==> src/rtl/pipe_ctrl.sv <==
// Pipeline sequencer: merges stage stall requests into the stall vector, turns
// mem-stage exceptions into a one-cycle flush with redirect, and tracks stall stats.
module pipe_ctrl #(
   parameter logic [31:0] EXC_VECTOR    = 32'h0000_0020,
   parameter logic [15:0] STALL_TIMEOUT = 16'd1024,
   parameter int          CNT_W         = 32
) (
   input  logic             clk,
   input  logic             Rst_n,
   input  logic             stallreq_id_i,
   input  logic             stallreq_ex_i,
   input  logic             stallreq_mem_i,
   input  logic [31:0]      excepttype_i,
   input  logic [31:0]      cp0_epc_i,
   input  logic             perf_clr_i,
   output logic [5:0]       stall_o,
   output logic             flush_o,
   output logic [31:0]      new_pc_o,
   output logic [CNT_W-1:0] stall_cnt_o,
   output logic             stall_timeout_o
);

   localparam logic [31:0] EXC_ERET = 32'h0000_000e;

   typedef enum logic {RUN, FLUSH} state_t;

   state_t      state, state_nxt;
   logic [5:0]  stall_req;
   logic [15:0] wd_cnt;
   logic        exc_take;

   // Holding stage N while N+1 runs makes N+1's register insert a bubble.
   always_comb begin
      stall_req = 6'b000000;
      if (stallreq_mem_i)     stall_req = 6'b011111;
      else if (stallreq_ex_i) stall_req = 6'b001111;
      else if (stallreq_id_i) stall_req = 6'b000111;
   end

   assign exc_take = (state == RUN) && (excepttype_i != 32'd0);

   always_ff @(posedge clk or posedge Rst_n) begin
      if (Rst_n) state <= RUN;
      else       state <= state_nxt;
   end

   always_comb begin
      state_nxt = state;
      stall_o   = 6'b000000;
      flush_o   = 1'b0;
      case (state)
         RUN: begin
            if (!Rst_n) stall_o = stall_req;
            if (exc_take) state_nxt = FLUSH;
         end
         FLUSH: begin
            flush_o   = 1'b1;
            state_nxt = RUN;
         end
         default: state_nxt = RUN;
      endcase
   end

   always_ff @(posedge clk or posedge Rst_n) begin
      if (Rst_n)         new_pc_o <= 32'd0;
      else if (exc_take) new_pc_o <= (excepttype_i == EXC_ERET) ? cp0_epc_i : EXC_VECTOR;
   end

   always_ff @(posedge clk or posedge Rst_n) begin
      if (Rst_n)                                  stall_cnt_o <= '0;
      else if (perf_clr_i)                        stall_cnt_o <= '0;
      else if (stall_o != 6'd0 && stall_cnt_o != '1) stall_cnt_o <= stall_cnt_o + 1'b1;
   end

   // Watchdog count parks at STALL_TIMEOUT so the sticky flag trips only once per run.
   always_ff @(posedge clk or posedge Rst_n) begin
      if (Rst_n)                                  wd_cnt <= 16'd0;
      else if (state == FLUSH || !stallreq_mem_i) wd_cnt <= 16'd0;
      else if (wd_cnt != STALL_TIMEOUT)           wd_cnt <= wd_cnt + 16'd1;
   end

   always_ff @(posedge clk or posedge Rst_n) begin
      if (Rst_n)           stall_timeout_o <= 1'b0;
      else if (perf_clr_i) stall_timeout_o <= 1'b0;
      else if (state == RUN && stallreq_mem_i && wd_cnt == STALL_TIMEOUT - 16'd1)
         stall_timeout_o <= 1'b1;
   end

endmodule

==> config.mk <==
export PLATFORM = sky130hd
export DESIGN_NAME = pipe_ctrl
export DESIGN_NICKNAME = d
export VERILOG_FILES = /design/src/rtl/pipe_ctrl.sv
export SDC_FILE = /design/constraint.sdc
export NUM_CORES = 1
export LEC_CHECK = 0
export BUFFER_PORTS_ARGS = -buffer_cell sky130_fd_sc_hd__buf_2
export CORE_UTILIZATION = 45
export DETAILED_ROUTE_END_ITERATION = 6
export GPL_ROUTABILITY_DRIVEN = 1
export GPL_TIMING_DRIVEN = 1
export PLACE_DENSITY = 0.77
export REMOVE_ABC_BUFFERS = 1
export SLEW_MARGIN = 20
export SYNTH_ARGS = -nofsm -noshare
export SYNTH_HDL_FRONTEND = slang
export SYNTH_SLANG_ARGS = --single-unit
==> constraint.sdc <==
create_clock -name clk -period 2.05 [get_ports clk]
set_input_delay 0 -clock clk [delete_from_list [all_inputs] [get_ports clk]]
set_output_delay 0 -clock clk [all_outputs]
set_load 0.01 [all_outputs]
-- After elaboration in Yosys (flattened, before gate mapping)
Index checks and enable logic that the tools add are counted.
- equal/unequal tests: 4
- mux-type cells: 15
- reduce and logical (&&, ||, !) cells: 11
- bitwise operators: 1
- add/sub/neg operators: 2
- operators with widths (kind ; number):
    two-way mux 32 bit ; 3
    adder 32 x 1 -> 32 bit (second input constant) ; 1
    == test 32 x 4 -> 1 bit (second input constant) ; 1
    two-way mux 16 bit ; 2
    != test 32 bit (second input constant) ; 1
    nonzero test 32 bit ; 1
    two-way mux 6 bit ; 3
    adder 16 x 1 -> 16 bit (second input constant) ; 1
    == test 16 x 10 -> 1 bit (second input constant) ; 1
    != test 16 x 11 -> 1 bit (second input constant) ; 1
    nonzero test 2 bit ; 3
    nonzero test 6 bit ; 1
    logical AND 1 bit ; 4
    two-way mux 1 bit ; 4
    two-way mux 4 bit ; 1
    two-way mux 3 bit ; 1
    one-hot mux 1 bit (2 select lines) ; 1
    zero test 1 bit ; 1
    logical OR 1 bit ; 1
    inverter 1 bit ; 1
- logic and storage cells: 38
- bits of input ports: 70
- register bits after elaboration: 82
- output and inout bits: 72

-- Longest topological paths before layout
- depth in word-level cells: 9
- mapped depth: 8
- depth with buffers taken out: 6

-- Least setup slack after synthesis
OpenSTA, ideal clock, no wires.
- path type: register to register
- from: register stall_cnt_o[0]
- to: register stall_cnt_o[22]
- clock period less this slack: 2283 ps
- stages on the path, launching flop included: 8
- required time: 1972 ps
- arrival time: 2206 ps
- library setup time: 78 ps
- path buffers: 1
- slack: -233 ps
- path through: dfrtp_1 > ha_1 > nand4_2 > or3_4 > or3_1 > buf_2 > or3_1 > a21oi_1
- longest elaborated chain between the ends: 3
- elaborated cells on any way between the ends: 6
- classes of those cells: add/sub (1); eq/ne (1); mux (2); reduce/logical (2)
- RTL lines (element ; line ; RTL):
    from (decl) ; 19 ; output logic [CNT_W-1:0] stall_cnt_o,
    from (signal assigned) ; 72 ; else if (stall_o != 6'd0 && stall_cnt_o != '1) stall_cnt_o <= stall_cnt_o + 1'b1;
    adder 32 x 1 -> 32 bit or != test 32 bit (tied branches) ; 72 ;
    two-way mux 32 bit or logical AND 1 bit (tied branches) ; 72 ;
    two-way mux 32 bit or nonzero test 2 bit (tied branches) ; - ;
Parallel ways exist; a longest one is shown, timed or not. The select of a mux whose other input is x is not followed.
A chain may end at the register's enable or synchronous reset.

-- Final worst setup path
Ends and elaborated chain as after synthesis.

==> impl_results.md <==
* Hold Crit Endpoint: stall_cnt_o[28]
* Status: finished, violations left
* Final ANT Viol Nets at 0
* Reg2reg path depth at 6
* Register bit total from synthesis at 82
* Reg2reg start: stall_cnt_o[0]
* Cell taking the most area after synthesis: dfrtp_1
* Leak pwr at 2.82 nW
* Die footprint at 9070 sq um
* Most common cell in the netlist: dfrtp_1
* Final hold violations at 0
* Final setup margin at -15.2 ps
* Area contributors post-synth: dfrtp_1 (52%), a22o_1 (6.9%), xnor2_1 (3.6%)
* Sequential area share after synthesis at 52.4%
* Hold_sp: perf_clr_i
* Global-route wire length before repair at 17.8 mm
* Antenna violations before repair at 0
* DP HPWL at 7.59 mm
* Diodes inserted at 0
* Synthesized instance count at 379
* Final Core Density at 69.4%
* Max cap viols at 0
* Syn Std Cell Area at 3910 sq um
* Area share of the largest cell type after synthesis at 52.4%
* Setup crit start kind: flop
* Initial Util at 47.1%
* I/O Buffers at 140
* FFs w/ async S/R, synth at 100%
* Crit path arrival time at 2330 ps
* Peak supply drop at 0.000514 V
* Power Total at 3.24 mW
* Total routed wirelength at 11.3 mm
* CTS Buf Count at 9
* Endpoints failing setup at 1
* Hold Path Depth at 2
* Final period utilization at 101%
* Min-delay worst type: input pin to flop
* Top cells by count, synth: dfrtp_1 (82), nor2_1 (37), a22o_1 (31), a21oi_1 (20)
* Routed vias/inst at 5.52
* All-Layer GR Usage at 25.6%
* Yosys cell types at 45
* Routability cong. at 0.857
* DP Area at 5080 sq um
* Ys Warns at 0
* Clk Latency, worst-skew pair at 340 ps
* CP required at 2320 ps
* Area of the core at 8300 sq um
* Drt wl/cell at 16.0 microns
* Initial DRC count at 235
* Pre-CTS WS at -81.6 ps
* Vias in the first global route at 3773
* PD cells at 563 nW/um^2
* Slew headroom at 51.0%
* Mean Syn Cell Area at 10.3 sq um
* Clock tree buffer depth at 2
* Fmax at 0.484 GHz
* Via count at 3895
* TritonCTS clock tree: done
* Clock-pin slew on the worst setup and hold paths at 90 ps
* Clk root buf: clkbuf_8
* DR DRC count at 0
* Num rows at 33
* Final instance area at 5760 sq um
* Die width at 95.2 microns
* Failing checks: negative setup slack
* CP Launch Point: stall_cnt_o[0]
* Flop2flop setup slack at -20 ps
* Worst slew pin tran at 734 ps
* H-tree Lvls at 3
* Fin. max-slew vios at 0
* Critical path class: flop to flop
* Final net count at 670
* Largest net degree at the start of global routing at 44
* Clock skew at 11.9 ps
* Tmin final at 2070 ps
* Top Ports at 142
* Drt first pass iters at 4
* Area growth, synth to finish at 47.2%
* Main synth FF type: dfrtp_1
* Critical path endpoint category: flop
* GR Overflow Total at 0
* EDFF count, synth at 0
* Die Height at 95.2 microns
* Layout cells sized above 1 at 39.3%
* Reg2reg end: stall_cnt_o[22]
* Largest fanout on the critical path at 6
* Clk sinks at 82
* Setup repair after global routing missed its margin: true
power breakdown:
| part | switching [mW] | internal, mW |
|---|---|---|
| Combinational | 0.106 | 0.118 |
| Clock | 0.592 | 0.809 |
| Sequential | 0.00147 | 1.62 |
| Total | 0.700 | 2.55 |
metal layers:
layer  track usage [%]  part of all wire, %  up-vias
li1                  -                    -     1836
met1              33.6                   43     1875
met3              6.06                  7.1       18
met5                 0                    0        -
met2              41.2                   48      166
met4              9.22                  1.6        0
registers in the layout, indices dropped and copies added, names as in the netlist:
signal and cells:
stall_timeout_o 1, wd_cnt 16, stall_cnt_o 32, state 1, new_pc_o 32
layout by cell type (no fill, tap or decap), types with 2 or more instances in the layout:
| cell | instances |
|---|---|
| buf_2 | 140 |
| buf_4 | 54 |
| bufinv_16 | 3 |
| and3_1 | 3 |
| clkbuf_8 | 9 |
| nor4_1 | 12 |
| nand3b_1 | 2 |
| nand2b_1 | 3 |
| dfrtp_1 | 82 |
| inv_1 | 8 |
| or4_1 | 5 |
| dlygate4sd3_1 | 34 |
| nand2_1 | 13 |
| mux2i_1 | 2 |
| nor2b_1 | 4 |
| ha_1 | 2 |
| nand4b_1 | 2 |
| nor2_1 | 37 |
| clkinv_4 | 3 |
| xnor2_1 | 16 |
| nor3_1 | 9 |
| a31o_2 | 2 |
| a21oi_1 | 19 |
| or3_1 | 11 |
| o31ai_1 | 4 |
| and2_1 | 2 |
| mux2_2 | 4 |
| nand4_1 | 18 |
| a211oi_1 | 4 |
| xor2_1 | 7 |
| a22o_1 | 31 |
| o21ai_0 | 11 |
| nand3_1 | 17 |
| and4_1 | 2 |
| nor4_2 | 2 |
| or3_4 | 3 |
critical path, stage by stage, from the launching register on:
cell	delay, ps
dfrtp_1	400
ha_4	170
nand4_4	120
or3_4	360
or3_4	420
or3_4	380
a21oi_2	150
cells by family (layout without fill, tap and decap cells):
kind of cell	after synthesis	after routing	synth area share, %
AND/OR/NAND/NOR	152	152	21.2
flip-flops	82	82	52.4
XOR/XNOR	23	23	5.15
AO/OA/AOI/OAI	81	81	15.1
multiplexers	6	6	1.66
other	1	1	0.0958
adder cells (fa/ha/maj)	3	3	0.959
buffers and inverters	31	253	3.39
stage by stage:
stage               setup TNS (ps)  cells  hold slack [ps]
floorplan                   -32130    357             63.1
global placement             -12.3    656              155
detailed placement            -213    656              168
CTS                              0    705             58.9
global route                  -277    706             76.5
finish                       -15.2    706             76.1
repair_timing:
action / 4_1_cts / 5_1_grt
hold buffers: 34 / 0
gates resized for setup: 8 / 10
hold endpoints to repair: 75 / 0
pin swaps: 3 / 4
setup buffers: 0 / 1
endpoints found under the setup margin: 8 / 17
final cells by class:
type | instances | area (sq um)
fill | 593 | 2540
sequential | 82 | 2050
multi-input combinational | 266 | 1840
timing repair buffer | 229 | 1470
tap | 105 | 131
clock buffer | 9 | 124
clock inverter | 6 | 116
inverter | 9 | 35.0
worst max path at each step:
stage / endpoint / slack [ps]
floorplan: stall_cnt_o[31] / -560
global placement: stall_cnt_o[22] / -10
detailed placement: stall_cnt_o[22] / -80
CTS: stall_cnt_o[22] / 10
global route: stall_cnt_o[15] / -80
finish: stall_cnt_o[22] / -20
(Power assumes the default switching activity.)
